<file path="src/rtl/aes_pkg.sv">
// Shared AES controller types: key-size modes, round counts and the sequencer state encoding.
package aes_pkg;

  typedef enum logic [1:0] {
    MODE_128 = 2'b00,
    MODE_192 = 2'b01,
    MODE_256 = 2'b10
  } aes_mode_t;

  localparam logic [3:0] AES_NR_128 = 4'd10;
  localparam logic [3:0] AES_NR_192 = 4'd12;
  localparam logic [3:0] AES_NR_256 = 4'd14;

  typedef enum logic [2:0] {
    ST_IDLE   = 3'd0,
    ST_R0     = 3'd1,
    ST_FEED   = 3'd2,
    ST_COMMIT = 3'd3,
    ST_DONE   = 3'd4
  } aes_ctrl_state_t;

  // The unused 2'b11 encoding is folded onto AES-256.
  function automatic aes_mode_t aes_mode_norm(input logic [1:0] mode);
    case (mode)
      2'b00:   return MODE_128;
      2'b01:   return MODE_192;
      default: return MODE_256;
    endcase
  endfunction

  function automatic logic [3:0] aes_nr(input aes_mode_t mode);
    case (mode)
      MODE_128: return AES_NR_128;
      MODE_192: return AES_NR_192;
      default:  return AES_NR_256;
    endcase
  endfunction

endpackage

</file>
<file path="src/rtl/aes_round_ctrl_if.sv">
// Block-in / ciphertext-out valid/ready bus of the AES round sequencer.
interface aes_round_ctrl_if;
  logic         in_valid;
  logic         in_ready;
  logic [127:0] in_data;
  logic [1:0]   in_mode;
  logic         out_valid;
  logic         out_ready;
  logic [127:0] out_data;

  modport master (
    output in_valid, in_data, in_mode, out_ready,
    input  in_ready, out_valid, out_data
  );

  modport slave (
    input  in_valid, in_data, in_mode, out_ready,
    output in_ready, out_valid, out_data
  );
endinterface

</file>
<file path="src/rtl/aes_round_cnt.sv">
// Round and word counters for the AES sequencer, with last-word / last-round flags.
module aes_round_cnt #(
  parameter int unsigned WORD_CYCLES = 4
) (
  input  logic       clk,
  input  logic       rst_n,
  input  logic       clr,
  input  logic       load,
  input  logic       word_inc,
  input  logic       round_inc,
  input  logic [3:0] nr,
  output logic [3:0] round,
  output logic [1:0] word,
  output logic       last_word,
  output logic       last_round
);

  localparam logic [1:0] LAST_WORD = 2'(WORD_CYCLES - 1);

  assign last_word  = (word == LAST_WORD);
  assign last_round = (round == nr);

  // The word counter parks on its last value; only a round step returns it to 0.
  always_ff @(posedge clk) begin
    if (!rst_n || clr) begin
      round <= '0;
      word  <= '0;
    end else if (load) begin
      round <= 4'd1;
      word  <= '0;
    end else if (round_inc && !last_round) begin
      round <= round + 4'd1;
      word  <= '0;
    end else if (word_inc && !last_word) begin
      word <= word + 2'd1;
    end
  end

endmodule

</file>
<file path="src/rtl/aes_round_ctrl.sv">
// AES round sequencer: holds the state register and steps the 32-bit-radix datapath
// through rounds 0..Nr. Optional abort input under AES_ROUND_CTRL_ABORT_EN.
module aes_round_ctrl
  import aes_pkg::*;
#(
  parameter int unsigned WORD_CYCLES = 4
) (
  input  logic                clk,
  input  logic                rst_n,
  aes_round_ctrl_if.slave     io,
  output logic                busy,
  output logic [3:0]          rd_round,
  output logic [1:0]          rd_width_sel,
  output logic [1:0]          rd_mode,
  output logic [127:0]        rd_data_in,
  input  logic [127:0]        rd_data_out
`ifdef AES_ROUND_CTRL_ABORT_EN
  ,
  input  logic                abort
`endif
);

  aes_ctrl_state_t state_q;
  aes_mode_t       mode_q;
  logic [3:0]      nr_q;
  logic [127:0]    data_q;
  logic [3:0]      round;
  logic [1:0]      word;
  logic            last_word;
  logic            last_round;
  logic            abort_req;

`ifdef AES_ROUND_CTRL_ABORT_EN
  assign abort_req = abort && (state_q != ST_IDLE);
`else
  assign abort_req = 1'b0;
`endif

  aes_round_cnt #(.WORD_CYCLES(WORD_CYCLES)) u_cnt (
    .clk        (clk),
    .rst_n      (rst_n),
    .clr        ((state_q == ST_IDLE) || abort_req),
    .load       (state_q == ST_R0),
    .word_inc   (state_q == ST_FEED),
    .round_inc  (state_q == ST_COMMIT),
    .nr         (nr_q),
    .round      (round),
    .word       (word),
    .last_word  (last_word),
    .last_round (last_round)
  );

  always_ff @(posedge clk) begin
    if (!rst_n) begin
      state_q <= ST_IDLE;
      mode_q  <= MODE_128;
      nr_q    <= AES_NR_128;
      data_q  <= '0;
    end else if (abort_req) begin
      state_q <= ST_IDLE;
      data_q  <= '0;
    end else begin
      case (state_q)
        ST_IDLE: if (io.in_valid) begin
          data_q  <= io.in_data;
          mode_q  <= aes_mode_norm(io.in_mode);
          nr_q    <= aes_nr(aes_mode_norm(io.in_mode));
          state_q <= ST_R0;
        end
        ST_R0: begin
          data_q  <= rd_data_out;
          state_q <= ST_FEED;
        end
        ST_FEED: if (last_word) state_q <= ST_COMMIT;
        ST_COMMIT: begin
          data_q  <= rd_data_out;
          state_q <= last_round ? ST_DONE : ST_FEED;
        end
        ST_DONE: if (io.out_ready) state_q <= ST_IDLE;
        default: state_q <= ST_IDLE;
      endcase
    end
  end

  assign io.in_ready  = (state_q == ST_IDLE);
  assign io.out_valid = (state_q == ST_DONE);
  // Ciphertext is only exposed once complete, so intermediate rounds never leak.
  assign io.out_data  = (state_q == ST_DONE) ? data_q : '0;
  assign busy         = (state_q != ST_IDLE);
  assign rd_round     = (state_q == ST_R0 || state_q == ST_FEED || state_q == ST_COMMIT) ? round : '0;
  assign rd_width_sel = (state_q == ST_FEED) ? word : '0;
  assign rd_mode      = mode_q;
  assign rd_data_in   = data_q;

endmodule
</file>
<file path="src/flat_wrapper.sv">
// flat-port wrapper written by rule: the top's interface ports become plain ports
module aes_round_ctrl_flat import aes_pkg::*;
#(
  parameter int unsigned WORD_CYCLES = 4
)
  (clk, rst_n, busy, rd_round, rd_width_sel, rd_mode, rd_data_in, rd_data_out, io_in_valid, io_in_data, io_in_mode, io_out_ready, io_in_ready, io_out_valid, io_out_data);
  aes_round_ctrl_if io_i ();
  input  logic clk;
  input  logic rst_n;
  output logic busy;
  output logic [3:0] rd_round;
  output logic [1:0] rd_width_sel;
  output logic [1:0] rd_mode;
  output logic [127:0] rd_data_in;
  input  logic [127:0] rd_data_out;
  input wire logic [$bits(io_i.in_valid)-1:0] io_in_valid;
  input wire logic [$bits(io_i.in_data)-1:0] io_in_data;
  input wire logic [$bits(io_i.in_mode)-1:0] io_in_mode;
  input wire logic [$bits(io_i.out_ready)-1:0] io_out_ready;
  output wire logic [$bits(io_i.in_ready)-1:0] io_in_ready;
  output wire logic [$bits(io_i.out_valid)-1:0] io_out_valid;
  output wire logic [$bits(io_i.out_data)-1:0] io_out_data;
  assign io_i.in_valid = io_in_valid;
  assign io_i.in_data = io_in_data;
  assign io_i.in_mode = io_in_mode;
  assign io_i.out_ready = io_out_ready;
  assign io_in_ready = io_i.in_ready;
  assign io_out_valid = io_i.out_valid;
  assign io_out_data = io_i.out_data;
  aes_round_ctrl #(.WORD_CYCLES(WORD_CYCLES)) u_core (.clk(clk), .rst_n(rst_n), .io(io_i), .busy(busy), .rd_round(rd_round), .rd_width_sel(rd_width_sel), .rd_mode(rd_mode), .rd_data_in(rd_data_in), .rd_data_out(rd_data_out));
endmodule
</file>
<file path="config.mk">
export PLATFORM = sky130hd
export DESIGN_NAME = aes_round_ctrl_flat
export DESIGN_NICKNAME = d
export VERILOG_FILES = /design/src/rtl/aes_pkg.sv /design/src/rtl/aes_round_ctrl_if.sv /design/src/rtl/aes_round_cnt.sv /design/src/rtl/aes_round_ctrl.sv /design/src/flat_wrapper.sv
export SDC_FILE = /design/constraint.sdc
export NUM_CORES = 1
export LEC_CHECK = 0
export BUFFER_PORTS_ARGS = -buffer_cell sky130_fd_sc_hd__buf_2
export CORE_AREA = 2 2 208 210
export CTS_CLUSTER_DIAMETER = 40
export CTS_CLUSTER_SIZE = 28
export DETAILED_ROUTE_END_ITERATION = 10
export DIE_AREA = 0 0 210 212
export GPL_ROUTABILITY_DRIVEN = 0
export PLACE_DENSITY = 0.46
export SLEW_MARGIN = 10
export SYNTH_ARGS = -nofsm -noshare
export SYNTH_HDL_FRONTEND = slang
export SYNTH_HIERARCHICAL = 1
export SYNTH_SLANG_ARGS = --single-unit
export TNS_END_PERCENT = 50
</file>
<file path="constraint.sdc">
create_clock -name clk -period 2 [get_ports clk]
set_input_delay 0.3 -clock clk [delete_from_list [all_inputs] [get_ports clk]]
set_output_delay 0.3 -clock clk [all_outputs]
set_load 0.01 [all_outputs]
</file>
# Word level (Yosys, flattened, before mapping)
# Cells that the tools add are included.
op_classes:
  n_addsub: 2
  reduce_logical: 20
  muxes: 17
  n_eq_ne: 11
op_table:
  columns: ["operator", "count"]
  rows:
  - ["$mux 128", 2]
  - ["$pmux 128 s2", 1]
  - ["$pmux 3 s5", 1]
  - ["$mux 3", 4]
  - ["$mux 2", 4]
  - ["$eq 3x2->1 const B", 2]
  - ["$pmux 3 s2", 1]
  - ["$add 4x1->4 const B", 1]
  - ["$eq 2x1->1 const B", 2]
  - ["$eq 4x4->1", 1]
  - ["$logic_not 2->1", 2]
  - ["$mux 4", 1]
  - ["$ne 2x2->1 const B", 2]
  - ["$pmux 2 s2", 1]
  - ["$reduce_and 2->1", 2]
  - ["$reduce_bool 2->1", 2]
  - ["$reduce_or 2->1", 2]
  - ["$eq 3x1->1 const B", 1]
  - ["$eq 3x3->1 const B", 1]
  - ["$logic_not 1->1", 3]
  - ["$logic_not 3->1", 1]
  - ["$logic_or 1x1->1", 3]
  - ["$reduce_and 3->1", 1]
  - ["$reduce_bool 3->1", 1]
  - ["6 further kinds", 8]
totals:
  register_bits: 143
  word_cells: 57
  inputBits: 262
  output_inout_bits: 267

# Longest topological paths before layout
depth:
  word_depth: 7
  ltp_mapped: 9
  mapped_depth_nobuf: 6

# Modules after synthesis
# The synthesis kept the hierarchy.
modules_own_cells:
  columns: ["mod", "seq_area_each_um2", "area_each_um2", "n_inst", "cells_each"]
  rows:
  - ["aes_round_ctrl", 2702.6, 7320.8, 1, 922]
  - ["aes_round_cnt", 120.1, 346.6, 1, 37]

# Least setup slack after synthesis
# No wires, ideal clock.
synth_timing:
  kind: "reg2reg"
  from: "register u_core.state_q[0]"
  to: "register u_core.u_cnt.round[3]"
  required_ns: 1.930
  n_path_buf: 4
  stages_incl_launch_ff: 10
  setup_ns: 0.070
  period_less_slack_ns: 1.774
  path_slack_ns: 0.226
  t_arrival_ns: 1.705
  path_cell_list: "dfxtp_1 buf_6 and2b_1 buf_6 buf_4 buf_4 and2_1 o41ai_4 or3_1 a21oi_1"
synth_via:
  elab_chain_cells: 3
  elab_cells_between_ends: 6
  classes_between: "eq/ne: 2; reduce/logical: 4"
synth_rtl:
  columns: ["element", "line", "rtl"]
  rows:
  - ["from (decl)", "aes_round_ctrl.sv:23", "aes_ctrl_state_t state_q;"]
  - ["from (signal assigned)", "aes_round_ctrl.sv:77", "state_q <= last_round ? ST_DONE : ST_FEED;"]
  - ["$logic_not 3->1", "aes_round_ctrl.sv:42", ".clr ((state_q == ST_IDLE) || abort_req),"]
  - ["$logic_or 1x1->1", "aes_round_cnt.sv:25", "if (!rst_n || clr) begin"]
  - ["$reduce_or 2->1 (no source line)", null, null]
  - ["to (signal assigned)", "aes_round_cnt.sv:32", "round <= round + 4'd1;"]
  - ["to (decl)", "aes_round_cnt.sv:12", "output logic [3:0] round,"]
# Several ways; a longest one is shown, not always the timed one.
# A chain may end at the register's enable or synchronous reset.

# Worst setup path in the final report
layout_timing:
  from: "register u_core.state_q[1]"
  to: "output io_out_data[1]"
layout_via:
  elab_chain_cells: 2
layout_rtl:
  columns: ["element", "line", "rtl"]
  rows:
  - ["$eq 3x3->1", "aes_round_ctrl.sv:88", "assign io.out_data = (state_q == ST_DONE) ? data_q : '0;"]
  - ["$mux 128", "aes_round_ctrl.sv:88", null]
  - ["to (decl)", "flat_wrapper.sv:22", "output wire logic [$bits(io_i.out_data)-1:0] io_out_data;"]
# Every way passes these cells.

==> run metrics <==
synth warn 6; final hold viol count 0; Initial DRT Pass Iterations 5; Critical Path, Cell by Cell nor3b_4 > buf_12 > buf_16 > and2_1 > buf_2; Antenna Nets Post-Route 0; Post-synth EDFFs 0; P_sw 0.002637 W; XOR/XNOR share of the synthesized area 0.7833%; global-route wire length before repair 48460 microns; vias per cell 4.450; top-area cell type share of the netlist area 36.81%; WP buf/inv 3; vias in the first global route around 8.3k; violations in the final reports negative setup slack; top cell type by total area after synthesis dfxtp_1; clk_lat worst skew around 0.43 ns; CP delay by family, top buffers and inverters; clock buffer count from CTS 17; Sw Share between 30% and 40%; CTS clk-pin slew, worst paths 0.07 ns; Worst path max stage delay 0.34 ns; placed cell areas 0.01086 sq mm; met1 wire length between 10000 and 15000 microns; Setup Viol. Count Final 1; Seq/Total Area, Yosys between 30 and 40%; critical path arrival 1.71 ns; Ant. Diodes 0; count of different cell masters after synthesis 36; Die ar. 0.04452 sq mm; met2 wire length approximately 17000 microns; CP max-delay cell dfxtp_2; cts hold-fix bufs 0; PortBufs around 530; GR Util All Layers between 10% and 20%; Vias 8904; #FFs+latches synth between 100 and 150; worst clock skew 0.008795 ns; Synth Area in Adders 0.3264%; die width 210 microns; Max Cap Viol 0; Iter 0 DRT Violations 620; Power Internal 0.005731 W; Sink Count 141; Synth Area in Simple Gates 26.48%; nets 1707; core box area 0.04251 sq mm; register area 0.002828 sq mm; row count 76; clock share of power 39.0%; Initial Util 18.04%; number of cells on the worst reg-to-reg path 6; htree depth 4; gr ovfl total 0; Area contributors post-synth dfxtp_1 37%, nand2_1 13%, and2_1 11%; Highest Clock Rate about 500 MHz; Mapped Area 0.007667 sq mm; Avg WL per Cell roughly 17 microns; CTS Buffer Depth 2; met3 wire len 1917 microns; worst hold path class in -> reg; fin cells 2001; post-DP HPWL around 24000 microns; Clock Tree Root clkbuf_16; mux contribution to synthesized area less than 1%; mean post-synth cell area 7.995 sq um; RSZ-0062 raised after global routing true; ys async rst share 0%; power density over cell area slightly above 700 mW/mm^2; initial antenna violation count 0; CTS tree yes; crit path time final between 2 and 2.5 ns; drt total wl around 34000 microns; Synth-to-Final Area Change 51.42%; pin count of the biggest net entering global routing 67; Worst EP required around 1.7 ns; # DRC 0; Startpoint Class flop; layout cells sized above 1 44.81%; Synth Area in Compound Gates 26.96%; syn nets 1223; setup ws final -0.006195 ns; Synth Instances ~960; CP max FO 31; max layer used met4; max-slew violation count 0; status finished with violations; # IOs between 500 and 600; Worst Setup End Kind output pin; Design Area, Final 0.01161 sq mm; Static Leakage 5.818 nW; sequential share of power 40.1%; Stages on worst setup path 5; combined area of the multi-input logic cells 0.004249 sq mm; Worst VDD drop ~470 uV; critical path class reg -> out; total power draw 0.008368 W; FILL cells between 4k and 5k; hold path depth 3; Main synth FF type dfxtp_1; Gate power share 20.9%; Tcrit/Tclk final 100.3%; placed insts 1963; largest family of logic cells by synthesized area compound AO/OA/AOI/OAI gates; Die Height 212 microns
==> state kept, by name (all words and copies together) (netlist names) <==
signal / count
u_core/nr_q: 2
u_core/rd_data_in: 128
u_core/rd_mode: 2
u_core/state_q: 3
u_core/u_cnt/round: 4
u_core/u_cnt/word: 2
==> cells in the final DEF (no fill, tap or decap), types with 4 or more instances in the layout <==
cell type,synthesis,routed
buf_2,50,526
nand2_1,261,261
dfxtp_1,141,139
and2_1,134,132
a31oi_1,128,128
o31ai_1,88,88
o31ai_2,40,40
clkbuf_16,0,19
buf_4,10,19
buf_12,0,16
nor2_1,9,9
o21ai_0,7,7
and3_1,4,4
nand3_1,4,4
xor2_1,4,4
==> power by group through the flow <==
stage / clock network (W) / logic, W / registers, W
final: 0.00326 / 0.00175 / 0.00336
after global routing: 0.00348 / 0.00192 / 0.00340
after CTS: 0.00339 / 0.00177 / 0.00336
after detailed placement: 0 / 0.00175 / 0.00342
after global placement: 0 / 0.00175 / 0.00342
after floorplan: 0 / 0.000851 / 0.00346
==> final timing paths <==
path,to,slack [ns],startpoint
worst min register to register,u_core/rd_mode[1],0.48,u_core/rd_mode[1]
worst max register to register,u_core/rd_data_in[50],0.30,u_core/state_q[2]
worst min-delay path,u_core/rd_data_in[0],0.11,rd_data_out[0]
worst max-delay path,io_out_data[1],-0.006,u_core/state_q[1]
==> repair_timing <==
action,CTS,global route
setup endpoints to repair,129,125
endpoints found under the hold margin,0,0
resized for setup,5,6
pin swaps,10,1
setup buffers,3,0
cloned,2,3
==> layout make-up <==
type / count / area share, %
tap: 546 / 5.884
timing repair buffer: 568 / 28.03
clock buffer: 18 / 3.783
inverter: 4 / 0.1293
clock inverter: 13 / 1.218
multi-input combinational: 711 / 36.60
sequential: 141 / 24.36
==> cells in the mapped netlist (2+ instances only) <==
| cell | count |
|---|---|
| conb_1 | 2 |
| or3_1 | 3 |
| ha_1 | 2 |
| clkbuf_2 | 10 |
| o31ai_2 | 40 |
| a21oi_1 | 4 |
| mux2i_1 | 2 |
| inv_1 | 3 |
| nand2b_1 | 4 |
| and2_1 | 134 |
| nand3_1 | 4 |
| dfxtp_1 | 141 |
| buf_4 | 10 |
| buf_6 | 16 |
| o21ai_0 | 7 |
| and3_1 | 4 |
| clkbuf_1 | 16 |
| a31oi_1 | 128 |
| nor2_1 | 9 |
| nand2_1 | 261 |
| xor2_1 | 4 |
| buf_2 | 50 |
| o31ai_1 | 88 |
| o21a_1 | 2 |
| nor2b_1 | 3 |
| nor3b_2 | 2 |
==> logic make-up (layout without fill, tap and decap cells) <==
kind of cell / count (synthesis) / after routing
AOI/OAI and AO/OA: 271 / 271
DFF: 141 / 141
and+or+nand+nor: 428 / 428
muxes: 2 / 2
xor gates and xnor gates: 6 / 6
other: 2 / 2
buffers and inverters: 107 / 603
adders and majority gates: 2 / 2
==> tightest hold or removal path, delay by kind of cell <==
family / cells / cell delay [ns]
simple gates: 1 / 0.04
compound gates: 1 / 0.07
buf+inv: 1 / 0.09
==> stage by stage <==
| stage | hold WS [ns] | worst slack [ns] | TNS (ns) | utilization [%] |
|---|---|---|---|---|
| finish | 0.1133 | -0.006195 | -0.006195 | 27.31 |
| global route | 0.08941 | -0.1196 | -9.917 | 27.31 |
| CTS | 0.07718 | -0.06188 | -4.226 | 27.21 |
| detailed placement | 0.4668 | 0.2475 | 0 | 25.54 |
| global placement | 0.4578 | 0.2781 | 0 | 25.54 |
| floorplan | 0.4304 | 0.2257 | 0 | - |
==> routing by layer <==
metal / GRT usage [%] / vias to the layer above
met5: 0 / -
met3: 2.836 / 20
met2: 23.67 / 338
met1: 17.63 / 4223
li1: - / 4323
met4: 4.182 / 0
(Power assumes the default switching activity.)
